--- src/rtl/uart_tx_ctrl_pkg.sv ---
// Shared types for the UART transmit controller:
// sequencer state encoding and the round-robin pick helper.
package uart_tx_ctrl_pkg;

    localparam int BYTE_W = 8;

    typedef enum logic [1:0] {
        CTRL_IDLE      = 2'd0,
        CTRL_LOAD      = 2'd1,
        CTRL_WAIT_BUSY = 2'd2,
        CTRL_WAIT_DONE = 2'd3
    } ctrl_state_t;

    // req1 wins when it is alone or when it is its turn
    function automatic logic rr_pick1(
        input logic v0,
        input logic v1,
        input logic prio1
    );
        return v1 && (!v0 || prio1);
    endfunction

endpackage

--- src/rtl/uart_tx_ctrl_fifo.sv ---
// Parameterised synchronous FIFO feeding the transmit sequencer.
// Registered push/pop; count spans 0..DEPTH inclusive.
module tx_fifo #(
    parameter int DEPTH = 8,
    parameter int WIDTH = 8
) (
    input  logic                   clk,
    input  logic                   rst,
    input  logic                   i_push,
    input  logic                   i_pop,
    input  logic [WIDTH-1:0]       i_data,
    output logic [WIDTH-1:0]       o_head,
    output logic [$clog2(DEPTH):0] o_count,
    output logic                   o_full,
    output logic                   o_empty
);

    localparam int AW = $clog2(DEPTH);
    localparam logic [AW:0] FULL_CNT = (AW+1)'(DEPTH);

    logic [WIDTH-1:0] r_mem [DEPTH];
    logic [AW-1:0]    r_wr_ptr;
    logic [AW-1:0]    r_rd_ptr;
    logic [AW:0]      r_count;

    always_ff @(posedge clk) begin
        if (i_push) begin
            r_mem[r_wr_ptr] <= i_data;
        end
    end

    always_ff @(posedge clk) begin
        if (rst) begin
            r_wr_ptr <= '0;
            r_rd_ptr <= '0;
            r_count  <= '0;
        end else begin
            if (i_push) begin
                r_wr_ptr <= r_wr_ptr + 1'b1;
            end
            if (i_pop) begin
                r_rd_ptr <= r_rd_ptr + 1'b1;
            end
            case ({i_push, i_pop})
                2'b10:   r_count <= r_count + 1'b1;
                2'b01:   r_count <= r_count - 1'b1;
                default: r_count <= r_count;
            endcase
        end
    end

    assign o_head  = r_mem[r_rd_ptr];
    assign o_count = r_count;
    assign o_full  = (r_count == FULL_CNT);
    assign o_empty = (r_count == '0);

endmodule

--- src/rtl/uart_tx_ctrl.sv ---
// UART transmit controller: round-robin byte intake, shared FIFO,
// baud tick generation and frame sequencing toward the 8N1 serializer.
module uart_tx_ctrl
    import uart_tx_ctrl_pkg::*;
#(
    parameter int CLKS_PER_BIT = 434,
    parameter int FIFO_DEPTH   = 8,
    parameter int BUSY_TIMEOUT = 4
) (
    input  logic                          clk,
    input  logic                          rst,
    input  logic                          req0_valid,
    input  logic [7:0]                    req0_data,
    output logic                          req0_ready,
    input  logic                          req1_valid,
    input  logic [7:0]                    req1_data,
    output logic                          req1_ready,
    output logic [7:0]                    tx_data,
    output logic                          tx_wr_en,
    input  logic                          tx_busy,
    output logic                          tick,
    output logic [$clog2(FIFO_DEPTH):0]   fifo_count,
    output logic                          frame_done,
    output logic                          err
);

    localparam int BW = (CLKS_PER_BIT > 1) ? $clog2(CLKS_PER_BIT) : 1;
    localparam int TW = $clog2(BUSY_TIMEOUT) + 1;
    localparam logic [BW-1:0] BAUD_MAX = BW'(CLKS_PER_BIT - 1);
    localparam logic [TW-1:0] TO_MAX   = TW'(BUSY_TIMEOUT - 1);

    logic [BW-1:0]     r_baud_cnt;
    logic              r_prio1;
    logic [TW-1:0]     r_to_cnt;
    ctrl_state_t       r_state;
    ctrl_state_t       w_state_nxt;

    logic              w_gnt0;
    logic              w_gnt1;
    logic              w_push;
    logic [BYTE_W-1:0] w_push_data;
    logic [BYTE_W-1:0] w_head;
    logic              w_full;
    logic              w_empty;
    logic              w_load;
    logic              w_timeout;
    logic              w_done;

    always_ff @(posedge clk) begin
        if (rst) begin
            r_baud_cnt <= '0;
            tick       <= 1'b0;
        end else begin
            tick       <= (r_baud_cnt == BAUD_MAX);
            r_baud_cnt <= (r_baud_cnt == BAUD_MAX) ? '0 : r_baud_cnt + 1'b1;
        end
    end

    // grant uses the count before any same-cycle pop
    always_comb begin
        w_gnt1 = !w_full && rr_pick1(req0_valid, req1_valid, r_prio1);
        w_gnt0 = !w_full && req0_valid && !w_gnt1;
    end

    assign req0_ready  = w_gnt0;
    assign req1_ready  = w_gnt1;
    assign w_push      = w_gnt0 || w_gnt1;
    assign w_push_data = w_gnt1 ? req1_data : req0_data;

    always_ff @(posedge clk) begin
        if (rst) begin
            r_prio1 <= 1'b0;
        end else if (w_gnt0) begin
            r_prio1 <= 1'b1;
        end else if (w_gnt1) begin
            r_prio1 <= 1'b0;
        end
    end

    tx_fifo #(
        .DEPTH (FIFO_DEPTH),
        .WIDTH (BYTE_W)
    ) u_fifo (
        .clk     (clk),
        .rst     (rst),
        .i_push  (w_push),
        .i_pop   (w_load),
        .i_data  (w_push_data),
        .o_head  (w_head),
        .o_count (fifo_count),
        .o_full  (w_full),
        .o_empty (w_empty)
    );

    always_ff @(posedge clk) begin
        if (rst) begin
            r_state <= CTRL_IDLE;
        end else begin
            r_state <= w_state_nxt;
        end
    end

    // !tx_busy in IDLE also holds off a load while a pre-reset frame drains
    always_comb begin
        w_state_nxt = r_state;
        w_load      = 1'b0;
        w_timeout   = 1'b0;
        w_done      = 1'b0;
        case (r_state)
            CTRL_IDLE: begin
                if (!w_empty && !tx_busy) begin
                    w_load      = 1'b1;
                    w_state_nxt = CTRL_LOAD;
                end
            end
            CTRL_LOAD: begin
                w_state_nxt = CTRL_WAIT_BUSY;
            end
            CTRL_WAIT_BUSY: begin
                if (tx_busy) begin
                    w_state_nxt = CTRL_WAIT_DONE;
                end else if (r_to_cnt == TO_MAX) begin
                    w_timeout   = 1'b1;
                    w_state_nxt = CTRL_IDLE;
                end
            end
            CTRL_WAIT_DONE: begin
                if (!tx_busy) begin
                    w_done      = 1'b1;
                    w_state_nxt = CTRL_IDLE;
                end
            end
            default: begin
                w_state_nxt = CTRL_IDLE;
            end
        endcase
    end

    always_ff @(posedge clk) begin
        if (rst) begin
            tx_data    <= '0;
            tx_wr_en   <= 1'b0;
            frame_done <= 1'b0;
            err        <= 1'b0;
            r_to_cnt   <= '0;
        end else begin
            tx_wr_en   <= w_load;
            frame_done <= w_done;
            if (w_load) begin
                tx_data <= w_head;
            end
            if (w_timeout) begin
                err <= 1'b1;
            end
            if (r_state != CTRL_WAIT_BUSY) begin
                r_to_cnt <= '0;
            end else if (!tx_busy) begin
                r_to_cnt <= r_to_cnt + 1'b1;
            end
        end
    end

endmodule
--- config.mk ---
export PLATFORM = sky130hd
export DESIGN_NAME = uart_tx_ctrl
export DESIGN_NICKNAME = d
export VERILOG_FILES = /design/src/rtl/uart_tx_ctrl_pkg.sv /design/src/rtl/uart_tx_ctrl_fifo.sv /design/src/rtl/uart_tx_ctrl.sv
export SDC_FILE = /design/constraint.sdc
export NUM_CORES = 1
export LEC_CHECK = 0
export ABC_AREA = 1
export CAP_MARGIN = 15
export CORE_AREA = 2 2 90 92
export CTS_CLUSTER_SIZE = 10
export DETAILED_ROUTE_END_ITERATION = 12
export DIE_AREA = 0 0 92 94
export PLACE_DENSITY = 0.83
export SYNTH_ARGS = -nofsm -noshare
export SYNTH_HDL_FRONTEND = slang
export SYNTH_SLANG_ARGS = --single-unit
--- constraint.sdc ---
create_clock -name clk -period 4.1 [get_ports clk]
set_input_delay 0.41 -clock clk [delete_from_list [all_inputs] [get_ports clk]]
set_output_delay 0.41 -clock clk [all_outputs]
set_load 0.02 [all_outputs]
==> run_results.csv, run 1 <==
group,metric,value,unit
logic_synthesis,synth_top_cell_by_area,"edfxtp_1",
status,status,"complete, no violations",
clocking,htreeDepth,3,
cells_and_area,fin_cells,642,
floorplan,die_area,8648,um^2
global_routing,grt_max_degree,35,
timing,skew,0.01003,ns
clocking,hold_buffers,0,
cells_and_area,areaGrowthSynthToFinish,13.54,%
worst_hold_path,hold_path_class,"flop to flop",
detailed_routing,wl_per_cell,14.29,um
logic_synthesis,yosysWarnings,0,
detailed_routing,antenna_left,0,
timing,whs,0.4719,ns
critical_path,required,3.69,ns
place,placed_cells,626,
run,drv_cap,0,
clocking,clock-sinks,101,
place,hpwl,6.292,mm
floorplan,die_x,92,um
logic_synthesis,yosys.area.top_type_share,42.35,%
logic_synthesis,synth.cell_area,4538,um^2
global_routing,grt_pass1_wl,15.15,mm
timing,setup_slack,1.702,ns
place,io_buffer_count,38,
global_routing,overflow,0,
floorplan,coreArea,7607,um^2
detailed_routing,drc_errors,0,
timing,finalSetupTns,0,ns
floorplan,die_h,94,um
power,ir_drop,0.3034,mV
cells_and_area,nNetsFinal,565,
critical_path,cp_max_fo,10,
critical_path,worstRegToRegCells,13,
clocking,cts_setup_buffers,0,
timing,fin_crit_sh,58.50,%
clocking,clockBufferDepth,2,
timing,rsz0062_at_grt,"no",
clocking,insertion_delay,0.37,ns
detailed_routing,dr.pass1.iters,5,
detailed_routing,avgViaCountPerCell,5.259,
logic_synthesis,synthDistinctLibCells,33,
power,power.density,569.6,nW/um^2
detailed_routing,vias,3376,
logic_synthesis,syn_inst,501,
timing,relSlewSlack,47.35,%
cells_and_area,antenna_cells,0,
clocking,cts_resized,0,
global_routing,grt_pass1_vias,3303,
timing,fmax,0.4170,GHz
global_routing,antenna_found_initial,0,
floorplan,pin_count,39,
global_routing,grt_usage,22.78,%
clocking,path_clk_slew,0.10,ns
timing,hold_violations,0,
place,gp_congestion,0.8204,
clocking,cts_tree,"done",
clocking,cts_buffers,9,
logic_synthesis,syn_avg_cell_area,9.058,um^2
critical_path,start_kind,"primary input",
cells_and_area,drive_above_1_share,8.148,%
timing,worst_pin_slew,0.7869,ns
power,leakage,2.183,nW
logic_synthesis,syn_nets,531,
critical_path,crit_path_end_kind,"primary output",
logic_synthesis,ys_ff_latch,101,
timing,final-setup-viol-count,0,
floorplan,initial_core_util,59.65,%
timing,maxSlewViolCount,0,
detailed_routing,drt_wl_total,9.173,mm
timing,final.min_clock_period,2.398,ns
worst_hold_path,hold_path_depth,2,
detailed_routing,first_iter_violations,276,
clocking,ctsRootBufferMaster,"clkbuf_8",
place,place_ws,1.466,ns
logic_synthesis,synth_area_leaders,"edfxtp_1 (42%), dfxtp_1 (16%), nand2_1 (12%)",
cells_and_area,final_util,67.73,%
logic_synthesis,seq_area_frac_synth,58.67,%
critical_path,worstPathArrival,1.99,ns
critical_path,setup.worst_path.class,"primary input to primary output",
floorplan,row_count,32,
[placed cells by master, fill, tap and decap left out, types with 2 or more instances in the layout]
cell	synthesis	routed
clkinv_2	2	2
nand3_1	56	56
xor2_1	2	2
nand3_2	2	2
nor2_4	2	2
or2_0	2	2
o21ai_0	7	7
nand2_2	4	4
nor3_1	4	4
ha_1	9	9
inv_6	0	4
edfxtp_1	64	64
inv_1	70	70
nand2_1	145	145
clkbuf_8	0	9
dfxtp_1	37	37
inv_2	5	5
inv_4	2	2
nand2_4	2	2
nand4_1	4	4
nor2_2	3	3
xnor2_1	2	2
nor2_1	34	34
clkdlybuf4s50_1	0	38
a21oi_1	20	20
[sequential cells by signal, summed over array words and instances, names as in the netlist]
signal,cells
frame_done,1
u_fifo.r_mem,64
u_fifo.r_rd_ptr,3
tx_data,8
u_fifo.r_wr_ptr,3
u_fifo.o_count,4
r_state,2
err,1
tx_wr_en,1
r_prio1,1
r_to_cnt,3
r_baud_cnt,9
tick,1
[routing by layer]
layer	global-route usage, %	vias to the layer above	part of all wire [%]
li1	-	1671	-
met1	28.91	1563	43
met2	39.09	123	49
met3	4.013	19	5.5
met4	8.955	0	2.0
met5	0	-	0
[per-stage QoR]
stage | cell area [um^2] | power (mW)
2_1_floorplan | 4538 | 2.029
3_3_place_gp | 4950 | 2.252
3_5_place_dp | 4950 | 2.294
4_1_cts | 5152 | 2.931
5_1_grt | 5152 | 3.105
6_report | 5152 | 2.935
[area by class of cell]
cell class	count	area (um^2)
Timing Repair Buffer	39	387.9
Clock buffer	9	123.9
Tap cell	102	127.6
Inverter	80	307.8
Multi-Input combinational cell	304	1464
Clock inverter	7	78.83
Sequential cell	101	2663
Fill cell	574	2455
[worst paths after layout]
kind | start | to | slack [ns]
worst min-delay path | tx_data[4]$_SDFFE_PP0P_ | tx_data[4]$_SDFFE_PP0P_ | 0.47
worst min register to register | tx_data[4]$_SDFFE_PP0P_ | tx_data[4]$_SDFFE_PP0P_ | 0.47
worst max register to register | u_fifo.o_count[2]$_SDFFE_PP0P_ | u_fifo.o_count[2]$_SDFFE_PP0P_ | 1.95
worst max-delay path | req0_valid | req1_ready | 1.70
[synthesized netlist by cell type]
cell	count
buf_2	8
a31oi_1	1
buf_1	1
o21ai_0	7
nor2_1	34
xor2_1	2
a21oi_2	1
ha_1	9
or2_0	2
nand3_2	2
a211oi_2	1
edfxtp_1	64
nand3_1	56
inv_1	70
dfxtp_1	37
nand3_4	1
nand2_4	2
a21boi_2	1
buf_4	5
or2_2	1
inv_4	2
nor3_1	4
xnor2_1	2
nor2_2	3
a21oi_1	20
inv_2	5
clkinv_2	2
nor2_4	2
buf_6	2
nand4_1	4
nand2_1	145
nand2_2	4
clkinv_1	1
[report_power, final]
part	total (mW)	internal, mW	switching, mW
combinational	0.949	0.330	0.619
clock	0.651	0.291	0.360
sequential	1.33	1.24	0.0978
[worst max-delay path: stages]
cell,delay (ns)
clkdlybuf4s50_1,0.45
a21boi_2,0.22
nand2_4,0.13
inv_2,0.16
clkdlybuf4s50_1,0.63
[cells by family after synthesis]
| kind of cell | share of synthesized area [%] |
|---|---|
| fa+ha+maj | 2.481 |
| compound gates | 3.832 |
| flops | 58.67 |
| xor+xnor | 0.7721 |
| buf+inv | 9.071 |
| simple gates | 25.17 |
(Power assumes the default switching activity.)
==> run 2, diff against run 1 <==
--- a/config.mk
+++ b/config.mk
@@ -7,11 +7,11 @@
 export LEC_CHECK = 0
 export ABC_AREA = 1
 export CAP_MARGIN = 15
-export CORE_AREA = 2 2 90 92
+export CORE_AREA = 2 2 97 99
 export CTS_CLUSTER_SIZE = 10
 export DETAILED_ROUTE_END_ITERATION = 12
-export DIE_AREA = 0 0 92 94
-export PLACE_DENSITY = 0.83
+export DIE_AREA = 0 0 99 101
+export PLACE_DENSITY = 0.76
 export SYNTH_ARGS = -nofsm -noshare
 export SYNTH_HDL_FRONTEND = slang
 export SYNTH_SLANG_ARGS = --single-unit
==> constraint.sdc (replaced) <==
create_clock -name clk -period 2.15 [get_ports clk]
set_input_delay 0.215 -clock clk [delete_from_list [all_inputs] [get_ports clk]]
set_output_delay 0.215 -clock clk [all_outputs]
set_load 0.02 [all_outputs]
==> run 2 against run 1 <==
Effect of this change:
- combinational power increased by 110%
- die area increased by 16%
- design area increased by 3.4%
- clock power increased by 74%
- clock skew increased by 0.0017 ns
- routed wire length decreased by 0.47%
- worst setup slack got worse by 1.5 ns
- cell count increased by 5.1%
- sequential power increased by 89%
- non-clock buffer count increased by 24
==> run_results.csv, run 2 (same netlist as run 1, synthesis figures left out) <==
group,metric,value,unit
power,leakage,2.328,nW
power,power.density,1050,nW/um^2
timing,relSlewSlack,77.02,%
detailed_routing,first_iter_violations,202,
timing,hold_violations,0,
global_routing,grt_usage,19.46,%
timing,worst_pin_slew,0.3447,ns
clocking,htreeDepth,3,
status,status,"complete, no violations",
timing,maxSlewViolCount,0,
clocking,ctsRootBufferMaster,"clkbuf_8",
global_routing,grt_pass1_vias,3276,
critical_path,path_cells,"inv_1 -> nand3_2 -> nand2_2 -> nand2_4 -> clkinv_2 -> ha_1 -> nand2_1 -> inv_1 -> nor2_2 -> ha_1 -> a21oi_1 -> xnor2_1 -> o21ai_0 -> inv_1",
cells_and_area,layout_commonest_cell,"nand2_1",
place,io_buffer_count,38,
cells_and_area,largest_register,"u_fifo.r_mem",
critical_path,crit_family,"simple AND/OR/NAND/NOR gates",
worst_hold_path,hold_path_class,"flop to flop",
critical_path,crit_path_end_kind,"flop",
cells_and_area,final_cell_mix,"nand2_1 (145), inv_1 (72), edfxtp_1 (64), nand3_1 (56)",
cells_and_area,nNetsFinal,589,
clocking,cts_buffers,9,
cells_and_area,drive_above_1_share,11.88,%
cells_and_area,fin_cells,675,
run,drv_cap,0,
clocking,cts_setup_buffers,0,
floorplan,coreArea,8977,um^2
critical_path,r2r-start,"u_fifo.o_count[2]$_SDFFE_PP0P_",
detailed_routing,drt_wl_total,9.130,mm
global_routing,antenna_found_initial,0,
critical_path,worstPathArrival,2.19,ns
clocking,clockBufferDepth,2,
cells_and_area,antenna_cells,0,
clocking,insertion_delay,0.36,ns
place,gp_congestion,0.8324,
critical_path,cp_max_fo,4,
critical_path,cp-startpoint,"u_fifo.o_count[2]$_SDFFE_PP0P_",
global_routing,overflow,0,
timing,fin_crit_sh,89.96,%
detailed_routing,drc_errors,0,
place,placed_cells,659,
detailed_routing,dr.pass1.iters,5,
worst_hold_path,hold_path_startpoint,"tx_data[5]$_SDFFE_PP0P_",
detailed_routing,vias,3436,
timing,final.min_clock_period,1.934,ns
critical_path,cpPeakStageDelay,0.35,ns
critical_path,worstPathBufferInverterCount,4,
detailed_routing,avgViaCountPerCell,5.090,
power,ir_drop,0.5481,mV
critical_path,setup.worst_path.class,"flop to flop",
timing,rsz0062_at_grt,"no",
floorplan,row_count,35,
clocking,cts_tree,"done",
floorplan,pin_count,39,
place,hpwl,6.266,mm
floorplan,die_h,101,um
critical_path,start_kind,"flop",
floorplan,die_area,9999,um^2
detailed_routing,antenna_left,0,
cells_and_area,final_util,59.37,%
critical_path,required,2.41,ns
detailed_routing,wl_per_cell,13.53,um
timing,fmax,0.5171,GHz
clocking,path_clk_slew,0.09,ns
timing,final-setup-viol-count,0,
timing,skew,0.01174,ns
global_routing,grt_max_degree,35,
timing,finalSetupTns,0,ns
cells_and_area,largest_reg_flops,64,
critical_path,critPathMostFrequentCell,"inv_1",
cells_and_area,top_regs,"u_fifo.r_mem x64, r_baud_cnt x9, tx_data x8",
global_routing,grt_pass1_wl,15.09,mm
cells_and_area,areaGrowthSynthToFinish,17.45,%
floorplan,die_x,99,um
critical_path,crit_slowest_cell,"dfxtp_2",
floorplan,initial_core_util,50.55,%
clocking,clock-sinks,101,
-- run 2: metrics by stage --
stage,total power [mW],setup slack (ns),hold slack [ns],cell area (um^2)
2_1_floorplan,3.868,0.1440,0.4264,4538
3_3_place_gp,4.429,0.03361,0.4478,5141
3_5_place_dp,4.498,-0.01419,0.4566,5141
4_1_cts,5.607,0.007897,0.4696,5326
5_1_grt,5.945,0.02938,0.4839,5330
6_report,5.598,0.2160,0.4667,5330
-- run 2: cell type report --
class | instances | area (um^2)
clock buffer | 11 | 162.7
clock inverter | 5 | 23.77
fill | 751 | 3647
inverter | 80 | 307.8
multi-input combinational | 304 | 1464
sequential | 101 | 2664
tap | 111 | 138.9
timing repair buffer | 63 | 569.3
-- run 2: timing repair --
action                                  in CTS  in global routing
endpoints found under the setup margin       1                  2
hold buffers                                 0                  0
resized for setup                            1                  2
-- run 2: worst min-delay path: stages, from the launching register on --
cell,delay [ns]
dfxtp_1,0.32
nand2_1,0.06
a21oi_1,0.05
-- run 2: worst paths after layout --
path                                    end  depth (start not counted)  slack [ns]
max          u_fifo.o_count[2]$_SDFFE_PP0P_                         14        0.22
min                 tx_data[5]$_SDFFE_PP0P_                          2        0.47
max reg2reg  u_fifo.o_count[2]$_SDFFE_PP0P_                         14        0.22
min reg2reg         tx_data[5]$_SDFFE_PP0P_                          2        0.47
-- run 2: metal layers --
metal	part of all wire [%]	wire [um]	GRT usage [%]	vias up
met1	44	4035	24.56	1582
met4	2.4	223	8.114	0
met2	48	4367	32.85	121
met5	0	0	0	-
li1	-	-	-	1713
met3	5.5	503	3.883	20
-- run 2: where the power goes --
group | switching, mW | total, mW | internal, mW | leakage [nW]
Combinational | 1.22 | 1.96 | 0.737 | 1.33
Clock | 0.615 | 1.13 | 0.512 | 0.107
Sequential | 0.152 | 2.51 | 2.36 | 0.888
